$ cat config.mk
export PLATFORM = sky130hd
export DESIGN_NAME = fifo_unloader
export DESIGN_NICKNAME = d
export VERILOG_FILES = /design/src/rtl/fifo_unloader.sv
export SDC_FILE = /design/constraint.sdc
export NUM_CORES = 1
export LEC_CHECK = 0
export CAP_MARGIN = 20
export CORE_MARGIN = 5
export CORE_UTILIZATION = 47
export DETAILED_ROUTE_END_ITERATION = 10
export PLACE_DENSITY = 0.76
export RECOVER_POWER = 25
export SYNTH_ARGS = -nofsm -noshare
export SYNTH_HDL_FRONTEND = slang
export SYNTH_SLANG_ARGS = --single-unit
$ cat constraint.sdc
create_clock -name CLK -period 1.8 [get_ports CLK]
set_clock_uncertainty 0.05 [all_clocks]
set_input_delay 0.18 -clock CLK [delete_from_list [all_inputs] [get_ports CLK]]
set_output_delay 0.18 -clock CLK [all_outputs]
set_load 0.01 [all_outputs]
$ cat src/rtl/fifo_unloader.sv
// fifo_unloader: clocked output-side controller for the self-timed fifox buffer.
// It synchronises fifox OREADY, pulses SO to pop one word, samples DOUT after a
// settle window and offers the word on a registered valid/ready interface.
//
// Ports:
//   CLK       sole clock, rising edge
//   RESET     synchronous, active-high reset
//   ENABLE    permits starting a new pop (a pop in progress always completes)
//   OREADY    fifox OREADY, asynchronous to CLK
//   DOUT      fifox data, sampled only at the end of the settle window
//   SO        registered shift-out strobe to fifox
//   DATA_OUT  captured word, stable while O_VALID=1
//   O_VALID   DATA_OUT holds an unconsumed word
//   O_READY   downstream accept
//   WORD_CNT  words delivered downstream (wraps)
//   MSB_CNT   delivered words with MSB set (wraps)
//   BUSY      controller not idle
//   ERR       sticky handshake-timeout flag
module fifo_unloader #(
  parameter int unsigned N           = 4,
  parameter int unsigned SYNC_STAGES = 2,   // 2 or 3
  parameter int unsigned SETTLE      = 4,   // 1..15
  parameter int unsigned TIMEOUT     = 64   // 2..255
) (
  input  logic         CLK,
  input  logic         RESET,
  input  logic         ENABLE,
  input  logic         OREADY,
  input  logic [N-1:0] DOUT,
  output logic         SO,
  output logic [N-1:0] DATA_OUT,
  output logic         O_VALID,
  input  logic         O_READY,
  output logic [15:0]  WORD_CNT,
  output logic [15:0]  MSB_CNT,
  output logic         BUSY,
  output logic         ERR
);

  localparam logic [7:0] SettleLoad  = 8'(SETTLE - 1);
  localparam logic [7:0] TimeoutLast = 8'(TIMEOUT - 1);

  typedef enum logic [2:0] {StIdle, StSoHi, StSettle, StHold, StFault} state_e;

  state_e                 state_q, state_d;
  logic [SYNC_STAGES-1:0] sync_q;
  logic                   oready_s;
  logic [7:0]             cnt_q, cnt_d;
  logic                   so_q, so_d;
  logic [N-1:0]           data_q, data_d;
  logic                   valid_q, valid_d;
  logic [15:0]            word_q, word_d;
  logic [15:0]            msb_q, msb_d;
  logic                   err_q, err_d;
  logic                   busy_q;

  // OREADY crosses clock domains here; nothing else looks at the raw input.
  always_ff @(posedge CLK) begin
    if (RESET) begin
      sync_q <= '0;
    end else begin
      sync_q <= {sync_q[SYNC_STAGES-2:0], OREADY};
    end
  end

  assign oready_s = sync_q[SYNC_STAGES-1];

  always_comb begin
    state_d = state_q;
    cnt_d   = cnt_q;
    so_d    = so_q;
    data_d  = data_q;
    valid_d = valid_q;
    word_d  = word_q;
    msb_d   = msb_q;
    err_d   = err_q;
    case (state_q)
      StIdle: begin
        if (ENABLE && oready_s) begin
          state_d = StSoHi;
          so_d    = 1'b1;
          cnt_d   = '0;
        end
      end
      StSoHi: begin
        // A seen fall of OREADY wins over a simultaneous timeout.
        if (!oready_s) begin
          state_d = StSettle;
          so_d    = 1'b0;
          cnt_d   = SettleLoad;
        end else if (cnt_q == TimeoutLast) begin
          state_d = StFault;
          so_d    = 1'b0;
          err_d   = 1'b1;
        end else begin
          cnt_d = cnt_q + 8'd1;
        end
      end
      StSettle: begin
        if (cnt_q == 8'd0) begin
          state_d = StHold;
          data_d  = DOUT;
          valid_d = 1'b1;
        end else begin
          cnt_d = cnt_q - 8'd1;
        end
      end
      StHold: begin
        if (valid_q && O_READY) begin
          state_d = StIdle;
          valid_d = 1'b0;
          word_d  = word_q + 16'd1;
          if (data_q[N-1]) begin
            msb_d = msb_q + 16'd1;
          end
        end
      end
      StFault: begin
        // Absorbing until reset; counters and data stay frozen.
        so_d    = 1'b0;
        valid_d = 1'b0;
        err_d   = 1'b1;
      end
      default: begin
        state_d = StIdle;
        so_d    = 1'b0;
        valid_d = 1'b0;
      end
    endcase
  end

  always_ff @(posedge CLK) begin
    if (RESET) begin
      state_q <= StIdle;
      cnt_q   <= '0;
      so_q    <= 1'b0;
      data_q  <= '0;
      valid_q <= 1'b0;
      word_q  <= '0;
      msb_q   <= '0;
      err_q   <= 1'b0;
      busy_q  <= 1'b0;
    end else begin
      state_q <= state_d;
      cnt_q   <= cnt_d;
      so_q    <= so_d;
      data_q  <= data_d;
      valid_q <= valid_d;
      word_q  <= word_d;
      msb_q   <= msb_d;
      err_q   <= err_d;
      // Registered from the next state so BUSY tracks the state flop exactly.
      busy_q  <= (state_d != StIdle);
    end
  end

  assign SO       = so_q;
  assign DATA_OUT = data_q;
  assign O_VALID  = valid_q;
  assign WORD_CNT = word_q;
  assign MSB_CNT  = msb_q;
  assign BUSY     = busy_q;
  assign ERR      = err_q;

endmodule

[After elaboration in Yosys (flattened, before gate mapping)]
Index checks and enable logic that the tools add are counted.
Storage, ports and cells
  bits in registers: 53
  output and inout port bits: 40
Operators by class
  equality and inequality tests: 13
  bitwise logic cells: 2
  multiplexer cells: 21
  reduce and logical (&&, ||, !) cells: 16
  $add $sub $neg: 4
Operators by type and width (number)
  $add A16 B1 Y16 const B: 2
  $mux W8: 4
  $pmux W8 S3: 1
  $mux W3: 5
  $pmux W3 S5: 1
  $ne A2 B2 Y1 const B: 6
  $reduce_and A3 Y1: 4
  $add A8 B1 Y8 const B: 1
  $eq A8 B6 Y1 const B: 1
  $logic_not A8 Y1: 1
  $sub A8 B1 Y8 const B: 1
  $mux W1: 7
  $eq A3 B2 Y1 const B: 2
  $ne A3 B3 Y1 const B: 2
  $pmux W1 S3: 2
  $reduce_bool A3 Y1: 2
  $reduce_and A2 Y1: 2
  $reduce_and A4 Y1: 1
  $reduce_or A2 Y1: 2
  $eq A3 B1 Y1 const B: 1
  $eq A3 B3 Y1 const B: 1
  $logic_not A3 Y1: 1
  $logic_and A1 B1 Y1: 2
  $not A1 Y1: 2
  2 further kinds: 2

[Logic depth before layout (Yosys ltp)]
  depth in word-level cells: 5
  depth in mapped cells: 7
  gate-level depth less buffers: 7

[Worst setup path before layout]
No wires, ideal clock.
  path kind: register to register
  from: register cnt_q[0]
  to: register cnt_q[2]
  path slack: 29 ps
  stages on the path, launching flop included: 7
  required time: 1631 ps
  clock period less this slack: 1771 ps
  arrival: 1603 ps
  cell sequence: dfxtp_1 -> ha_1 -> nand2_1 -> or2_1 -> o211ai_2 -> a21oi_1 -> o221a_2
On the way
  longest elaborated chain between the ends: 4
  elaborated cells between the ends (all ways): 11
RTL lines
  from (decl): RTL line 48  | logic [7:0] cnt_q, cnt_d;
  from (signal assigned): RTL line 145  | cnt_q <= cnt_d;
  $add A8 B1 Y8: RTL line 96  | cnt_d = cnt_q + 8'd1;
  $mux W8: RTL line 91  | end else if (cnt_q == TimeoutLast) begin
  $mux W8: RTL line 87  | if (!oready_s) begin
  $pmux W8 S3: RTL line 77  | case (state_q)
Parallel ways exist; a longest one is shown, timed or not. The select of a mux whose other input is x is not followed.
A chain may end at the register's enable or synchronous reset.

[Worst setup path in the final report]
Same ends and word-level chain as after synthesis.

==> impl_table.tex <==
\begin{tabular}{lr}
\hline
Metric & Value \\
\hline
\multicolumn{2}{l}{\textbf{Status}} \\
Result of the run & finished, final reports clean \\
\multicolumn{2}{l}{\textbf{STA}} \\
Setup TNS & 0 ns \\
Final period util & 98.82\% \\
Unrepaired setup endpoints after global routing & yes \\
Max-slew headroom at the worst pin & 73.90\% \\
Count of pins over their slew limit & 0 \\
Transition at the pin with the smallest max-transition slack & 0.3874 ns \\
\# setup viols final & 0 \\
Number of failing hold endpoints at the final stage & 0 \\
Max frequency & 562.2 MHz \\
Post-layout minimum cycle time & 1.779 ns \\
Worst Setup Slack, final & 0.02125 ns \\
\multicolumn{2}{l}{\textbf{Placement}} \\
Port Buffer Count & 48 \\
Instance count after placement with tap cells included & 456 \\
Global placement routability congestion & 0.8905 \\
Worst slack after detailed placement & -0.3251 ns \\
Detailed-placement wirelength estimate & 4968 um \\
Placed cell area & 3447 um\^{}2 \\
\multicolumn{2}{l}{\textbf{GRT}} \\
Global-route wire length before repair & 11,450 um \\
Gr ovfl total & 0 \\
Pin count of the biggest net entering global routing & 29 \\
Fraction of met3 tracks used by global routing & 3.650\% \\
Initial antenna violation count & 0 \\
Most crowded layer after global routing & met2 \\
Met2 usage & 32.98\% \\
Vias in the first global route & 2,545 \\
Total GRT Usage & 18.57\% \\
Global-route track usage on met1 & 22.58\% \\
\multicolumn{2}{l}{\textbf{Synth}} \\
Post-Syn Area & 2683 um\^{}2 \\
Sequential-to-total area share from yosys stat & 39.55\% \\
Proportion of netlist area held by the largest area contributor & 39.55\% \\
Top cells by area, synth & sky130\_fd\_sc\_hd\_\_dfxtp\_1 (40\%), sky130\_fd\_sc\_hd\_\_xor2\_1 (6.9\%), sky130\_fd\_sc\_hd\_\_nor2\_1 (6.6\%), sky130\_fd\_sc\_hd\_\_a21oi\_1 (3.7\%), sky130\_fd\_sc\_hd\_\_nand2\_1 (3.2\%) \\
Post-synth EDFFs & 0 \\
Share of flip-flops with an asynchronous set or reset after synthesis & 0\% \\
Distinct cells, synth & 53 \\
Commonest register cell after synthesis & sky130\_fd\_sc\_hd\_\_dfxtp\_1 \\
Cell taking the most area after synthesis & sky130\_fd\_sc\_hd\_\_dfxtp\_1 \\
Yosys warning total & 0 \\
Post-synthesis register bit count & 53 \\
Mean area per synthesized cell & 8.516 um\^{}2 \\
Syn Inst Count & 315 \\
Syn nets & 328 \\
\multicolumn{2}{l}{\textbf{Worst setup path}} \\
Worst Path Max Fanout & 4 \\
Class of the most critical setup path & flip-flop to flip-flop \\
CP endpoint & cnt\_q[2] \\
CP required & 1.95 ns \\
Endpoint arrival time on the critical path & 1.93 ns \\
Worst R2R Start & cnt\_q[0] \\
Type of origin of the critical path & flip-flop \\
Depth of the worst register-to-register path & 7 \\
Setup crit start & cnt\_q[0] \\
Setup slack, reg-to-reg & 0.02 ns \\
Endpoint of the worst register-to-register path & cnt\_q[2] \\
Kind of end point of the critical path & flip-flop \\
\multicolumn{2}{l}{\textbf{Clock network}} \\
Total CTS buffers & 5 \\
Clock Tree Root & sky130\_fd\_sc\_hd\_\_clkbuf\_8 \\
Largest buffer count on any clock path & 2 \\
Total clock sinks & 53 \\
CTS tree & yes \\
\# H-tree levels & 2 \\
Clock transition at the register clock pins on the worst setup and hold paths after CTS & 0.10 ns \\
Clock network latency to the later pin of the worst-skew pair & 0.30 ns \\
\multicolumn{2}{l}{\textbf{Cells and area}} \\
Fraction of layout instances using a drive strength above 1 & 18.78\% \\
Total area of sequential cells & 1079 um\^{}2 \\
Number of nets in the finished design & 407 \\
Non-filler cells in the finished layout & 466 \\
Ant. Diodes & 0 \\
Multi-input gate area & 1577 um\^{}2 \\
Area Growth Syn to Fin & 35.73\% \\
Post-layout instance area & 3641 um\^{}2 \\
\# fillers & 478 \\
\multicolumn{2}{l}{\textbf{Routing}} \\
Iteration count of the initial detailed-routing pass & 4 \\
Via density per instance & 5.444 \\
Antenna-violating nets left & 0 \\
Number of DRC markers in iteration 0 & 86 \\
Routed wire length per instance & 15.17 um \\
Detailed-route via count & 2,537 \\
Total Routed Length & 7071 um \\
Drc violations & 0 \\
\multicolumn{2}{l}{\textbf{Die}} \\
Die width & 85.55 um \\
Die area & 7319 um\^{}2 \\
Core area & 5540 um\^{}2 \\
Cell Rows & 27 \\
Initial standard-cell utilization of the core & 48.42\% \\
I/O pin cnt & 49 \\
Y dimension of the die & 85.55 um \\
\multicolumn{2}{l}{\textbf{Power}} \\
Power density over the cells & 591.0 nW/um\^{}2 \\
Internal power & 1.621 mW \\
Leakage & 1.437 nW \\
Peak VDD IR & 0.3987 mV \\
Overall power & 2.152 mW \\
Logic pwr share & 11.6\% \\
Clock Power Share & 32.2\% \\
Net Sw Frac & 24.68\% \\
Switching power summed over all nets & 530.9 uW \\
Sequential cell fraction of total power & 56.3\% \\
\multicolumn{2}{l}{\textbf{Hold path}} \\
Start point of the worst min-delay path & O\_READY \\
Hold crit path type & input port to flip-flop \\
\multicolumn{2}{l}{\textbf{Flow run}} \\
Number of max-cap violations & 0 \\
\hline
\end{tabular}
-- cell usage after synthesis (2+ instances only) --
cell type	count
sky130_fd_sc_hd__a211o_1	2
sky130_fd_sc_hd__a21boi_0	2
sky130_fd_sc_hd__a21oi_1	20
sky130_fd_sc_hd__a31oi_1	2
sky130_fd_sc_hd__and3_1	6
sky130_fd_sc_hd__and4_1	4
sky130_fd_sc_hd__buf_2	7
sky130_fd_sc_hd__clkbuf_1	6
sky130_fd_sc_hd__dfxtp_1	53
sky130_fd_sc_hd__ha_1	4
sky130_fd_sc_hd__inv_1	8
sky130_fd_sc_hd__mux2i_1	6
sky130_fd_sc_hd__nand2_1	23
sky130_fd_sc_hd__nand2b_1	2
sky130_fd_sc_hd__nand3_1	16
sky130_fd_sc_hd__nand4_1	10
sky130_fd_sc_hd__nand4_2	2
sky130_fd_sc_hd__nand4bb_1	2
sky130_fd_sc_hd__nor2_1	47
sky130_fd_sc_hd__nor2b_1	4
sky130_fd_sc_hd__nor3_1	6
sky130_fd_sc_hd__nor3_2	3
sky130_fd_sc_hd__nor4_2	3
sky130_fd_sc_hd__o21ai_0	17
sky130_fd_sc_hd__or3_1	4
sky130_fd_sc_hd__or4_1	2
sky130_fd_sc_hd__xnor2_1	8
sky130_fd_sc_hd__xor2_1	21
-- registers in the layout, indices dropped and copies added (netlist names) --
name,cells
BUSY,1
SO,1
cnt_q,8
DATA_OUT,4
state_q,3
O_VALID,1
sync_q,2
MSB_CNT,16
WORD_CNT,16
ERR,1
-- metrics by stage --
stage          hold slack [ns]  util (%)
5_1_grt                 0.2811     65.72
2_1_floorplan           0.2582         -
3_3_place_gp            0.3684     62.22
4_1_cts                 0.3911     63.98
3_5_place_dp            0.3784     62.22
6_report                0.2462     65.72
-- how the worst min path moves through the flow --
stage          slack (ns)   endpoint  cells after the start
2_1_floorplan        0.26  sync_q[0]                      1
3_3_place_gp         0.37  sync_q[1]                      1
3_5_place_dp         0.38  sync_q[1]                      1
5_1_grt              0.28    O_VALID                      4
4_1_cts              0.39  sync_q[0]                      2
6_report             0.25    O_VALID                      4
-- layout make-up --
type | count | share of cell area, %
clock buffers | 6 | 2.268
clock inverters | 1 | 0.2062
inverters | 8 | 0.8247
multi-input cells | 240 | 43.30
flip-flops and latches | 53 | 29.62
well taps | 72 | 2.474
repair buffers | 86 | 21.31
-- kinds of logic (layout without fill, tap and decap cells) --
group | count (synthesis) | after routing | share of synthesized area, %
buffers and inverters | 23 | 101 | 3.964
adders and majority gates | 4 | 4 | 1.866
muxes | 6 | 6 | 2.239
xor gates and xnor gates | 29 | 29 | 9.469
AOI/OAI and AO/OA | 59 | 59 | 13.85
and+or+nand+nor | 141 | 142 | 29.06
DFF | 53 | 53 | 39.55
-- worst max-delay path: stages (launching register included) --
cell and delay [ns]:
sky130_fd_sc_hd__dfxtp_2 0.37, sky130_fd_sc_hd__ha_1 0.19, sky130_fd_sc_hd__nand2_1 0.09, sky130_fd_sc_hd__or2_4 0.28, sky130_fd_sc_hd__o211ai_2 0.24, sky130_fd_sc_hd__buf_4 0.15, sky130_fd_sc_hd__a21oi_1 0.04, sky130_fd_sc_hd__o221a_2 0.27
-- what timing repair did --
item / in CTS / in global routing
pin swaps: 0 / 3
gates cloned: 0 / 1
gates resized for setup: 5 / 25
hold buffers: 0 / 0
setup buffers: 0 / 2
endpoints found under the setup margin: 5 / 14
hold endpoints to repair: 0 / 0
-- cells in the final DEF, fill, tap and decap left out, drive strengths merged, types with 3 or more instances in the layout --
cell / count
clkbuf: 6
xnor2: 8
ha: 4
nand3: 16
nor4: 4
inv: 8
nand2: 23
buf: 38
o21ai: 17
mux2i: 6
nor2: 47
nor2b: 4
dfxtp: 53
or3: 4
and4: 4
nand4: 12
a21boi: 3
nor3: 9
clkdlybuf4s50: 28
a21oi: 20
and3: 6
xor2: 21
dlygate4sd3: 19
-- routing by layer --
layer,part of all wire [%],vias up
met2,53,49
met5,0,-
met1,42,1213
li1,-,1265
met3,3.5,10
met4,1.4,0
-- power groups by stage --
stage / Combinational [mW] / Clock (mW) / Sequential, mW
after floorplan: 0.128 / 0 / 1.23
after global placement: 0.220 / 0 / 1.24
after detailed placement: 0.225 / 0 / 1.24
after CTS: 0.229 / 0.710 / 1.21
after global routing: 0.270 / 0.739 / 1.21
final: 0.249 / 0.692 / 1.21
(Power assumes the default switching activity.)
